`config.mk`:
```
export PLATFORM = sky130hd
export DESIGN_NAME = adc_serial_tx
export DESIGN_NICKNAME = d
export VERILOG_FILES = /design/src/rtl/adc_serial_tx_pkg.sv /design/src/rtl/adc_serial_tx_sync.sv /design/src/rtl/adc_serial_tx.sv
export SDC_FILE = /design/constraint.sdc
export NUM_CORES = 1
export LEC_CHECK = 0
export BUFFER_PORTS_ARGS = -buffer_cell sky130_fd_sc_hd__buf_2
export CAP_MARGIN = 30
export CORE_MARGIN = 2
export CORE_UTILIZATION = 45
export DETAILED_ROUTE_END_ITERATION = 8
export PLACE_DENSITY = 0.65
export SYNTH_ARGS = -nofsm -noshare
export SYNTH_HDL_FRONTEND = slang
export SYNTH_SLANG_ARGS = --single-unit
```
`constraint.sdc`:
```
create_clock -name clock_In -period 3.68 [get_ports clock_In]
set_clock_uncertainty 0.05 [all_clocks]
set_input_delay 0.736 -clock clock_In [delete_from_list [all_inputs] [get_ports clock_In]]
set_output_delay 0.736 -clock clock_In [all_outputs]
set_load 0.005 [all_outputs]
```
`src/rtl/adc_serial_tx_pkg.sv`:
```
// Shared definitions for the ADC serial transmitter and the ADC reader side:
// FSM state encoding and default frame geometry.
package adc_serial_tx_pkg;

  localparam int N_ADC_DEFAULT      = 12;
  localparam int LEAD_ZEROS_DEFAULT = 4;
  localparam int ERR_COUNT_W        = 8;

  typedef enum logic [1:0] {
    ST_IDLE  = 2'd0,
    ST_SHIFT = 2'd1,
    ST_DONE  = 2'd2
  } tx_state_e;

endpackage : adc_serial_tx_pkg

```
`src/rtl/adc_serial_tx_sync.sv`:
```
// Multi-flop synchronizer followed by one edge-detect flop; produces
// single-cycle rise/fall pulses in the clk domain.
module sync_edge_det #(
  parameter int   STAGES  = 2,
  parameter logic RST_VAL = 1'b0
) (
  input  logic clk,
  input  logic rst_n,
  input  logic async_in,
  output logic level,
  output logic rise,
  output logic fall
);

  logic [STAGES-1:0] sync_q, sync_d;
  logic              prev_q, prev_d;

  always_comb begin
    sync_d[0] = async_in;
    for (int i = 1; i < STAGES; i++) begin
      sync_d[i] = sync_q[i-1];
    end
    prev_d = sync_q[STAGES-1];
  end

  // NOTE: sequential state uses non-blocking assignments so every flop
  // samples the pre-edge value of its neighbour, giving a true shift chain.
  always_ff @(posedge clk or negedge rst_n) begin
    if (!rst_n) begin
      sync_q <= {STAGES{RST_VAL}};
      prev_q <= RST_VAL;
    end else begin
      sync_q <= sync_d;
      prev_q <= prev_d;
    end
  end

  assign level = sync_q[STAGES-1];
  assign rise  = sync_q[STAGES-1] & ~prev_q;
  assign fall  = ~sync_q[STAGES-1] & prev_q;

endmodule : sync_edge_det

```
`src/rtl/adc_serial_tx.sv`:
```
// Serial transmitter of ADC samples framed by CS/Clock_Muestreo from the reader.
// Optional saturating error counter enabled by defining ADC_TX_ERRCNT_EN.
module adc_serial_tx
  import adc_serial_tx_pkg::*;
#(
  parameter int N_ADC       = N_ADC_DEFAULT,
  parameter int LEAD_ZEROS  = LEAD_ZEROS_DEFAULT,
  parameter int SYNC_STAGES = 2
) (
  input  logic                   clock_In,
  input  logic                   Reset,
  input  logic                   CS,
  input  logic                   Clock_Muestreo,
  input  logic [N_ADC-1:0]       sample_in,
  input  logic                   sample_valid,
  output logic                   sample_ready,
  output logic                   data_ADC,
  output logic                   busy,
  output logic                   frame_done,
  output logic                   underrun,
  output logic                   abort,
  output logic [ERR_COUNT_W-1:0] err_count
);

  localparam int F      = LEAD_ZEROS + N_ADC;
  localparam int CNT_W  = $clog2(F + 1);
  localparam int WARM_N = SYNC_STAGES + 1;
  localparam int WARM_W = $clog2(WARM_N + 1);

  logic cs_level, cs_rise, cs_fall;
  logic sclk_fall, sclk_level_unused, sclk_rise_unused;

  sync_edge_det #(.STAGES(SYNC_STAGES), .RST_VAL(1'b1)) u_cs_sync (
    .clk      (clock_In),
    .rst_n    (Reset),
    .async_in (CS),
    .level    (cs_level),
    .rise     (cs_rise),
    .fall     (cs_fall)
  );

  sync_edge_det #(.STAGES(SYNC_STAGES), .RST_VAL(1'b0)) u_sclk_sync (
    .clk      (clock_In),
    .rst_n    (Reset),
    .async_in (Clock_Muestreo),
    .level    (sclk_level_unused),
    .rise     (sclk_rise_unused),
    .fall     (sclk_fall)
  );

  tx_state_e          state_q, state_d;
  logic [F-1:0]       shift_q, shift_d;
  logic [CNT_W-1:0]   cnt_q, cnt_d;
  logic [N_ADC-1:0]   hold_q, hold_d;
  logic               hold_full_q, hold_full_d;
  logic [N_ADC-1:0]   last_q, last_d;
  logic               frame_done_q, frame_done_d;
  logic               underrun_q, underrun_d;
  logic               abort_q, abort_d;
  logic [WARM_W-1:0]  warm_q, warm_d;
  logic               armed_q, armed_d;
  logic               warm_done;
  logic               load_frame;
  logic [N_ADC-1:0]   frame_sample;

  // The synchronizer resets CS high, so a CS held low across reset release
  // looks like a falling edge; frames are only armed once CS is seen high.
  assign warm_done = (warm_q == WARM_W'(WARM_N));

  always_comb begin
    warm_d  = warm_done ? warm_q : warm_q + WARM_W'(1);
    armed_d = armed_q | (warm_done & cs_level);
  end

  // NOTE: every output of this block gets a default first, so no path
  // through the case statement can leave a signal unassigned (no latches).
  always_comb begin
    state_d      = state_q;
    shift_d      = shift_q;
    cnt_d        = cnt_q;
    hold_d       = hold_q;
    hold_full_d  = hold_full_q;
    last_d       = last_q;
    frame_done_d = 1'b0;
    underrun_d   = 1'b0;
    abort_d      = 1'b0;
    load_frame   = 1'b0;
    frame_sample = hold_full_q ? hold_q : last_q;

    unique case (state_q)
      ST_IDLE: begin
        if (cs_fall && armed_q) begin
          load_frame  = 1'b1;
          state_d     = ST_SHIFT;
          shift_d     = F'(frame_sample);
          last_d      = frame_sample;
          hold_full_d = 1'b0;
          cnt_d       = '0;
          underrun_d  = ~hold_full_q;
        end
      end
      ST_SHIFT: begin
        if (cs_rise) begin
          state_d = ST_IDLE;
          abort_d = 1'b1;
          cnt_d   = '0;
        end else if (sclk_fall) begin
          shift_d = {shift_q[F-2:0], 1'b0};
          cnt_d   = cnt_q + CNT_W'(1);
          if (cnt_q == CNT_W'(F - 1)) begin
            state_d      = ST_DONE;
            frame_done_d = 1'b1;
          end
        end
      end
      ST_DONE: begin
        if (cs_rise) begin
          state_d = ST_IDLE;
          cnt_d   = '0;
        end
      end
      default: state_d = ST_IDLE;
    endcase

    // A frame load frees the holding register in the same cycle, so a
    // concurrent write lands in it instead of being stalled.
    sample_ready = ~hold_full_q | load_frame;
    if (sample_valid && sample_ready) begin
      hold_d      = sample_in;
      hold_full_d = 1'b1;
    end
  end

  always_ff @(posedge clock_In or negedge Reset) begin
    if (!Reset) begin
      state_q      <= ST_IDLE;
      shift_q      <= '0;
      cnt_q        <= '0;
      hold_q       <= '0;
      hold_full_q  <= 1'b0;
      last_q       <= '0;
      frame_done_q <= 1'b0;
      underrun_q   <= 1'b0;
      abort_q      <= 1'b0;
      warm_q       <= '0;
      armed_q      <= 1'b0;
    end else begin
      state_q      <= state_d;
      shift_q      <= shift_d;
      cnt_q        <= cnt_d;
      hold_q       <= hold_d;
      hold_full_q  <= hold_full_d;
      last_q       <= last_d;
      frame_done_q <= frame_done_d;
      underrun_q   <= underrun_d;
      abort_q      <= abort_d;
      warm_q       <= warm_d;
      armed_q      <= armed_d;
    end
  end

  assign data_ADC   = (state_q == ST_SHIFT) ? shift_q[F-1] : 1'b0;
  assign busy       = (state_q != ST_IDLE);
  assign frame_done = frame_done_q;
  assign underrun   = underrun_q;
  assign abort      = abort_q;

`ifdef ADC_TX_ERRCNT_EN
  logic [ERR_COUNT_W-1:0] err_q, err_d;

  always_comb begin
    err_d = err_q;
    if ((underrun_d || abort_d) && (err_q != {ERR_COUNT_W{1'b1}})) begin
      err_d = err_q + ERR_COUNT_W'(1);
    end
  end

  always_ff @(posedge clock_In or negedge Reset) begin
    if (!Reset) begin
      err_q <= '0;
    end else begin
      err_q <= err_d;
    end
  end

  assign err_count = err_q;
`else
  assign err_count = '0;
`endif

endmodule : adc_serial_tx

```
=== After elaboration in Yosys (flattened, before gate mapping) ===
Index checks and enable logic that the tools add are counted.

* Flip-flop bits (word level): 60
* Bits of input ports: 17
* Output and inout port bits: 14

* Add/sub/neg operators: 2
* Equal/unequal tests: 10
* Mux-type cells: 30
* Bitwise operators: 10
* Reduce and logical (&&, ||, !) cells: 13

{| class="wikitable"
|+ Operators with widths
! kind !! number
|-
| 2-to-1 mux 16 bit || 3
|-
| one-hot mux 16 bit (2 select lines) || 1
|-
| 2-to-1 mux 5 bit || 4
|-
| one-hot mux 5 bit (3 select lines) || 1
|-
| 2-to-1 mux 1 bit || 14
|-
| 2-to-1 mux 12 bit || 1
|-
| AND reduction 4 bit || 3
|-
| 2-to-1 mux 2 bit || 5
|-
| != test 2 bit (second input constant) || 4
|-
| nonzero test 2 bit || 4
|-
| != test 3 bit (second input constant) || 2
|-
| one-hot mux 2 bit (3 select lines) || 1
|-
| adder 5 x 1 -> 5 bit (second input constant) || 1
|-
| equality test 5 x 4 -> 1 bit (second input constant) || 1
|-
| bitwise AND 1 bit || 4
|-
| equality test 2 bit (second input constant) || 2
|-
| NOT 1 bit || 4
|-
| AND reduction 2 bit || 2
|-
| nonzero test 3 bit || 1
|-
| adder 2 x 1 -> 2 bit (second input constant) || 1
|-
| equality test 2 x 1 -> 1 bit (second input constant) || 1
|-
| logical AND 1 bit || 2
|-
| logical NOT 2 bit || 1
|-
| OR 1 bit || 2
|}

=== Logic depth before layout (Yosys ltp) ===
Gate-level depths: netlist of the first run.

* Depth in word-level cells: 9
* Gate-level depth with buffers: 6

=== Hierarchy ===
From an unflattened synthesis of the first run, not the netlist that was laid out.

* Cell total of the unflattened synthesis: 230
* Area total of the unflattened synthesis: 2755.1 um^2

{| class="wikitable"
|+ By module, submodules not included
! module !! times used !! cells each !! area each (um^2)
|-
| adc_serial_tx || 1 || 220 || 2571.2
|-
| sync_edge_det (u_cs_sync) || 1 || 5 || 93.8
|-
| sync_edge_det (u_sclk_sync) || 1 || 5 || 90.1
|}

=== Least setup slack after synthesis of the first run ===
Ideal clock, no wire load.

* Path kind: register to output
* Start: reg u_cs_sync.prev_q
* End: out sample_ready
* Arrival time: 950 ps
* Required time: 2894 ps
* Slack: 1944 ps
* Cell stages (with the launch flop): 3
* Path through: dfstp_2 -> nor4b_4 -> a21bo_2

* Cells in the longest elaborated chain, start to end: 5

{| class="wikitable"
|+ RTL lines
! what !! RTL line !! text
|-
| start, declared || adc_serial_tx_sync.sv:16 || <nowiki>logic prev_q, prev_d;</nowiki>
|-
| start signal, assigned || adc_serial_tx_sync.sv:34 || <nowiki>prev_q <= prev_d;</nowiki>
|-
| bitwise AND 1 bit || adc_serial_tx_sync.sv:40 || <nowiki>assign fall = ~sync_q[STAGES-1] & prev_q;</nowiki>
|-
| logical AND 1 bit || adc_serial_tx.sv:92 || <nowiki>if (cs_fall && armed_q) begin</nowiki>
|-
| 2-to-1 mux 1 bit || adc_serial_tx.sv:92 ||
|-
| 2-to-1 mux 1 bit || adc_serial_tx.sv:90 || <nowiki>unique case (state_q)</nowiki>
|-
| OR 1 bit || adc_serial_tx.sv:127 || <nowiki>sample_ready = ~hold_full_q | load_frame;</nowiki>
|-
| end, declared || adc_serial_tx.sv:16 || <nowiki>output logic sample_ready,</nowiki>
|}

No other way between the ends.

=== Final worst setup path of the first run ===
* Start: reg hold_full_q
* End: out sample_ready

* Cells in the longest elaborated chain, start to end: 2

{| class="wikitable"
|+ RTL lines
! what !! RTL line !! text
|-
| start, declared || adc_serial_tx.sv:55 || <nowiki>logic hold_full_q, hold_full_d;</nowiki>
|-
| start signal, assigned || adc_serial_tx.sv:152 || <nowiki>hold_full_q <= hold_full_d;</nowiki>
|-
| NOT 1 bit || adc_serial_tx.sv:127 ||
|-
| OR 1 bit || adc_serial_tx.sv:127 ||
|}

No other way between the ends.

==> metrics.txt, run 1 <==
clock power share=28.1%; die span in x=81.5 um; final hold violation count=0; total track usage=15.2%; Bufs on Longest Clock Path=2; cell with the most instances after synthesis=dfrtp_1; input/output buffers=22; Core Box Area=5850 sq um; DP HPWL=3020 um; crit path kind=reg -> out; Final Slew Violations=0; Lkg Pwr=1.46 nW; Vias per Instance=5.04; pin count of the biggest net entering global routing=26; final period utilization=64.6%; Residual DRC=0; Worst VDD drop=0.000329 V; Post-synth top cells=dfrtp_1, o21ai_0, mux2_2; post-cts hold buffer count=0; first-pass GRT wire length=7380 um; TritonCTS Buffers=9; initial antenna violation count=0; Syn Inst Count=215; HP Class=reg -> reg; DR vias=1609; post-CTS setup buffer count=0; RSZ-0062 raised after global routing=false; DR pass1 iterations=4; CTS root buf=clkbuf_8; n_diodes=0; Layout area overhead=12.0%; Initial Util=46.2%; ys async rst share=100%; EDFF count, synth=0; post_cts resized=0; Syn Area/Cell=12.6 sq um; CP required=2890 ps; Initial DRC Count=87; CTS tree=done; die footprint=6640 sq um; CP Max Fanout=15; Net Sw Power=0.000542 W; Startpoint Class=flop; Most used DFF post-synth=dfrtp_1; Yosys top cell by area=dfrtp_1; Final setup viols=0; Synth area leaders=dfrtp_1, mux2_2, mux2_4; WP data arrival=1590 ps; CTS Sinks=60; overall die height=81.5 um; CTS H-tree lvls=3; # rows=28; Ports=31; WL per Instance=13.5 um; Tmin final=2380 ps; crit path capture type=output pin; Slew @ Worst Pin=720 ps; power per cell area=636 nW/um^2; switching share of power=28.2%; fin cells=319; Synth top area share=52.8%; DP Cell Count=303; status=finished clean; worst skew pair latency=330 ps; f_max=420 MHz; register bit total from synthesis=60; grt ovf=0; Final ANT Viol Nets=0; register area share after synthesis=55.7%; P_int=0.00138 W; Post-Route WL=4300 um; Comb pwr share=21.6%; vias in the first global route=1554; gpl congestion=0.716; nets=259; layout cell share with drive strength beyond 1=32.8%; Yosys cell types=39; clk slew on worst S/H paths=70 ps; relative slew slack=52.0%; YS warnings=0; setup_tns=0 ps; Flop pwr share=50.3%; Netlist Area Pre-Place=2700 sq um; Max Cap Viol=0
==> cell usage in the layout, fill, tap and decap left out, drive strengths merged, types with 2 or more instances in the layout <==
cell type / n
nand2: 15
and3: 2
nand2b: 3
a21oi: 3
mux2: 25
dfrtp: 57
buf: 25
and2: 2
mux2i: 14
nor2: 3
nor2b: 2
clkbuf: 15
ha: 3
nand3: 6
inv: 2
conb: 8
a22o: 4
o21ai: 36
dfstp: 3
or2: 2
==> state kept, by name, indices dropped and copies added (netlist names), 2 cells and up <==
signal and count:
last_q 12, hold_q 12, u_sclk_sync.sync_q 2, u_cs_sync.sync_q 2, cnt_q 5, state_q 2, warm_q 2, shift_q 16
==> kinds of logic after synthesis <==
| kind of cell | share of synthesized area (%) |
|---|---|
| buf+inv | 4.96 |
| fa+ha+maj | 1.39 |
| mux | 17.0 |
| compound gates | 11.7 |
| other cells | 0.139 |
| xor+xnor | 0.649 |
| simple gates | 8.43 |
| flops | 55.7 |
==> final cells by class <==
cell class | instances | area [sq um]
Fill cell | 516 | 2830
Sequential cell | 60 | 1510
Multi-Input combinational cell | 141 | 1090
Clock buffer | 15 | 176
Timing Repair Buffer | 25 | 145
Tap cell | 75 | 93.8
Clock inverter | 1 | 7.51
Inverter | 2 | 7.51
==> metal layers <==
metal,track usage [%],wire length (um),share of wire [%]
met4,7.46,82,1.9
met2,20.2,1850,43
met1,21.1,2220,52
met3,6.37,144,3.4
met5,0,0,0
==> stage by stage <==
step	util [%]	setup slack (ps)	area, sq um	hold WS, ps	power, W
final	51.7	1300	3020	303	0.00192
after global routing	51.7	1070	3020	316	0.00205
after CTS	51.7	1270	3020	307	0.00195
after detailed placement	48.5	1310	2840	292	0.00140
after global placement	48.2	1390	2820	288	0.00138
after floorplan	-	1940	2730	281	0.00130
==> power groups by stage <==
stage | clock network, W | logic (W) | registers, W
global route | 0.000592 | 0.000469 | 0.000994
finish | 0.000541 | 0.000415 | 0.000967
CTS | 0.000560 | 0.000422 | 0.000967
floorplan | 0 | 0.000360 | 0.000940
detailed placement | 0 | 0.000422 | 0.000977
global placement | 0 | 0.000406 | 0.000975
==> worst paths after layout <==
kind | from | to | slack [ps] | cells past startpoint
hold / removal | u_sclk_sync.sync_q[0] | u_sclk_sync.sync_q[1] | 300 | 0
max in group asynchronous | Reset | last_q[9] | 2660 | 2
min in group asynchronous | Reset | u_sclk_sync.sync_q[1] | 340 | 1
hold reg to reg | u_sclk_sync.sync_q[0] | u_sclk_sync.sync_q[1] | 300 | 0
setup reg to reg | state_q[0] | shift_q[10] | 1350 | 4
setup / recovery | hold_full_q | sample_ready | 1300 | 2
==> worst max-delay path: stages, from the launching register on <==
cell and delay (ps):
dfrtp_1 810, a21bo_2 330, buf_2 130
Note: power is estimated with default switching activity, not from simulation.
==> run 2: changes to the inputs <==
==> constraint.sdc (replaced) <==
create_clock -name clock_In -period 2.5 [get_ports clock_In]
set_clock_uncertainty 0.05 [all_clocks]
set_input_delay 0.5 -clock clock_In [delete_from_list [all_inputs] [get_ports clock_In]]
set_output_delay 0.5 -clock clock_In [all_outputs]
set_load 0.005 [all_outputs]
==> run 2 against run 1 <==
Effect of this change:
- non-clock buffer count is 3 higher
- wire length is 3.2% higher
- combinational power is 51% higher
- global-route usage is 0.69 points higher
- sequential power is 47% higher
- via count is 1.3% higher
- largest cell class unchanged
- largest power group unchanged
- highest routed layer unchanged
==> metrics.txt, run 2 (same netlist as run 1, synthesis figures left out) <==
status=finished clean; CP Max Fanout=7 (-8); top layer in use=met4; Layout area overhead=12.7%; grt ovf=0 (unchanged); pin count of the biggest net entering global routing=36 (+38%); placed cell area=2860 sq um (+0.79%); crit path kind=reg -> out; gpl congestion=0.739 (+3.2%); post-CTS setup buffer count=0 (unchanged); Tmin final=2030 ps; Worst R2R Path Depth=6 (+2); TritonCTS Buffers=9 (unchanged); input/output buffers=22 (unchanged); final hold violation count=0 (unchanged); Ports=31 (unchanged); Slew @ Worst Pin=617 ps (-103 ps); WP data arrival=1480 ps (-110 ps); Bufs on Longest Clock Path=2 (unchanged); RR Endpoint=shift_q[13]; largest stage delay on the critical path=460 ps (-350 ps); Final ANT Viol Nets=0 (unchanged); HP Class=in -> async; RSZ-0062 raised after global routing=false; n_diodes=0 (unchanged); Vias per Instance=5.06 (+0.36%); Post-Route WL=4430 um (+3.2%); relative slew slack=58.9% (+6.9 points); Startpoint Class=flop; f_max=493 MHz; Initial Util=46.2% (unchanged); layout cell share with drive strength beyond 1=33.6% (+0.82 points); DR pass1 iterations=4 (unchanged); Lkg Pwr=1.48 nW (+1.2%); WL per Instance=13.8 um (+2.3%); R2R Setup Slk=560 ps (-790 ps); WL met3=139 um (-3.5%); power consumption=0.00284 W (+48%); initial antenna violation count=0 (unchanged); power per cell area=933 nW/um^2 (+47%); first-pass GRT wire length=7870 um (+6.5%); max reg flops=16 (unchanged); worst skew pair latency=330 ps (about the same); CTS Sinks=60 (unchanged); Max Cap Viol=0 (unchanged); Largest regs=shift_q (16), hold_q (12), last_q (12); CTS H-tree lvls=3 (unchanged); post_cts resized=0 (unchanged); commonest non-fill, non-tap cell in the layout=dfrtp_1; met1 wire length=2280 um (+2.5%); Worst VDD drop=0.000539 V (+64%); post-cts hold buffer count=0 (unchanged); crit path capture type=output pin; Final setup viols=0 (unchanged); DP HPWL=2990 um (-1.0%); total track usage=15.9% (+0.69 points); die span in x=81.5 um (unchanged); nets=262 (+1.2%); CTS root buf=clkbuf_8; Worst path slowest cell=dfrtp_1; Final Slew Violations=0 (unchanged); CTS tree=done; Reg with most FFs=shift_q; FF+latch area=1510 sq um (unchanged); DR vias=1630 (+1.3%); setup_tns=0 ps (unchanged); Initial DRC Count=112 (+29%); Finished Cell Area=3040 sq um (+0.66%); die footprint=6640 sq um (unchanged); Residual DRC=0 (unchanged); most frequent cells in the layout=dfrtp_1, o21ai_0, buf_2; met2 wire len=1900 um (+2.9%); footprint of the multi-input gates=1090 sq um (unchanged); overall die height=81.5 um (unchanged); CP required=1950 ps (-940 ps); clk slew on worst S/H paths=60 ps (about the same); fillers=513 (-0.58%); # rows=28 (unchanged); vias in the first global route=1640 (+5.5%); final period utilization=81.2%; Core Box Area=5850 sq um (unchanged); worst path cell trace=nor4b_4, a21bo_2, buf_2; worst r2r src=state_q[1]
-- run 2: cell types whose count changed in the layout (fill, tap and decap cells not counted) --
| cell | before | now |
|---|---|---|
| buf_4 | 2 | 5 |
| clkinv_2 | 0 | 1 |
| clkinvlp_4 | 1 | 0 |
-- run 2: per-stage QoR --
step	setup WS [ps]	hold slack [ps]	std cells	utilization (%)
2_1_floorplan	859	154	222	-
3_3_place_gp	617	286	306	48.9
3_5_place_dp	574	294	306	48.9
4_1_cts	446	141	322	52.0
5_1_grt	401	180	322	52.0
6_report	471	128	322	52.0
-- run 2: layer usage --
layer,GRT usage (%),up-vias
met5,0,-
met2,22.1,29
met1,22.6,789
met3,3.96,8
met4,8.64,0
li1,-,804
-- run 2: worst max path at each step --
stage	startpoint	to	slack (ps)	cells past startpoint
after floorplan	u_cs_sync.prev_q	hold_q[10]	860	5
after global placement	state_q[1]	shift_q[13]	620	6
after CTS	state_q[1]	sample_ready	450	3
final	state_q[1]	sample_ready	470	3
after detailed placement	state_q[1]	shift_q[13]	570	6
after global routing	state_q[1]	sample_ready	400	3
-- run 2: cell type report --
| cell class | count | share of cell area, % |
|---|---|---|
| clock buffer | 15 | 5.80 |
| clock inverter | 1 | 0.164 |
| timing repair buffer | 28 | 5.51 |
| multi-input combinational | 141 | 35.7 |
| tap | 75 | 3.08 |
| inverter | 2 | 0.247 |
| sequential | 60 | 49.5 |
-- run 2: critical path, delay by kind of cell (launching register included) --
family / cells / cell delay (ps)
flip-flops: 1 / 460
AND/OR/NAND/NOR: 1 / 350
AO/OA/AOI/OAI: 1 / 220
buffers and inverters: 1 / 110
-- run 2: where the power goes --
group          total (W)  switching, W  internal (W)
Clock           0.000790      0.000349      0.000441
Combinational   0.000626      0.000283      0.000343
Sequential       0.00142      0.000167       0.00126
Total            0.00284      0.000799       0.00204
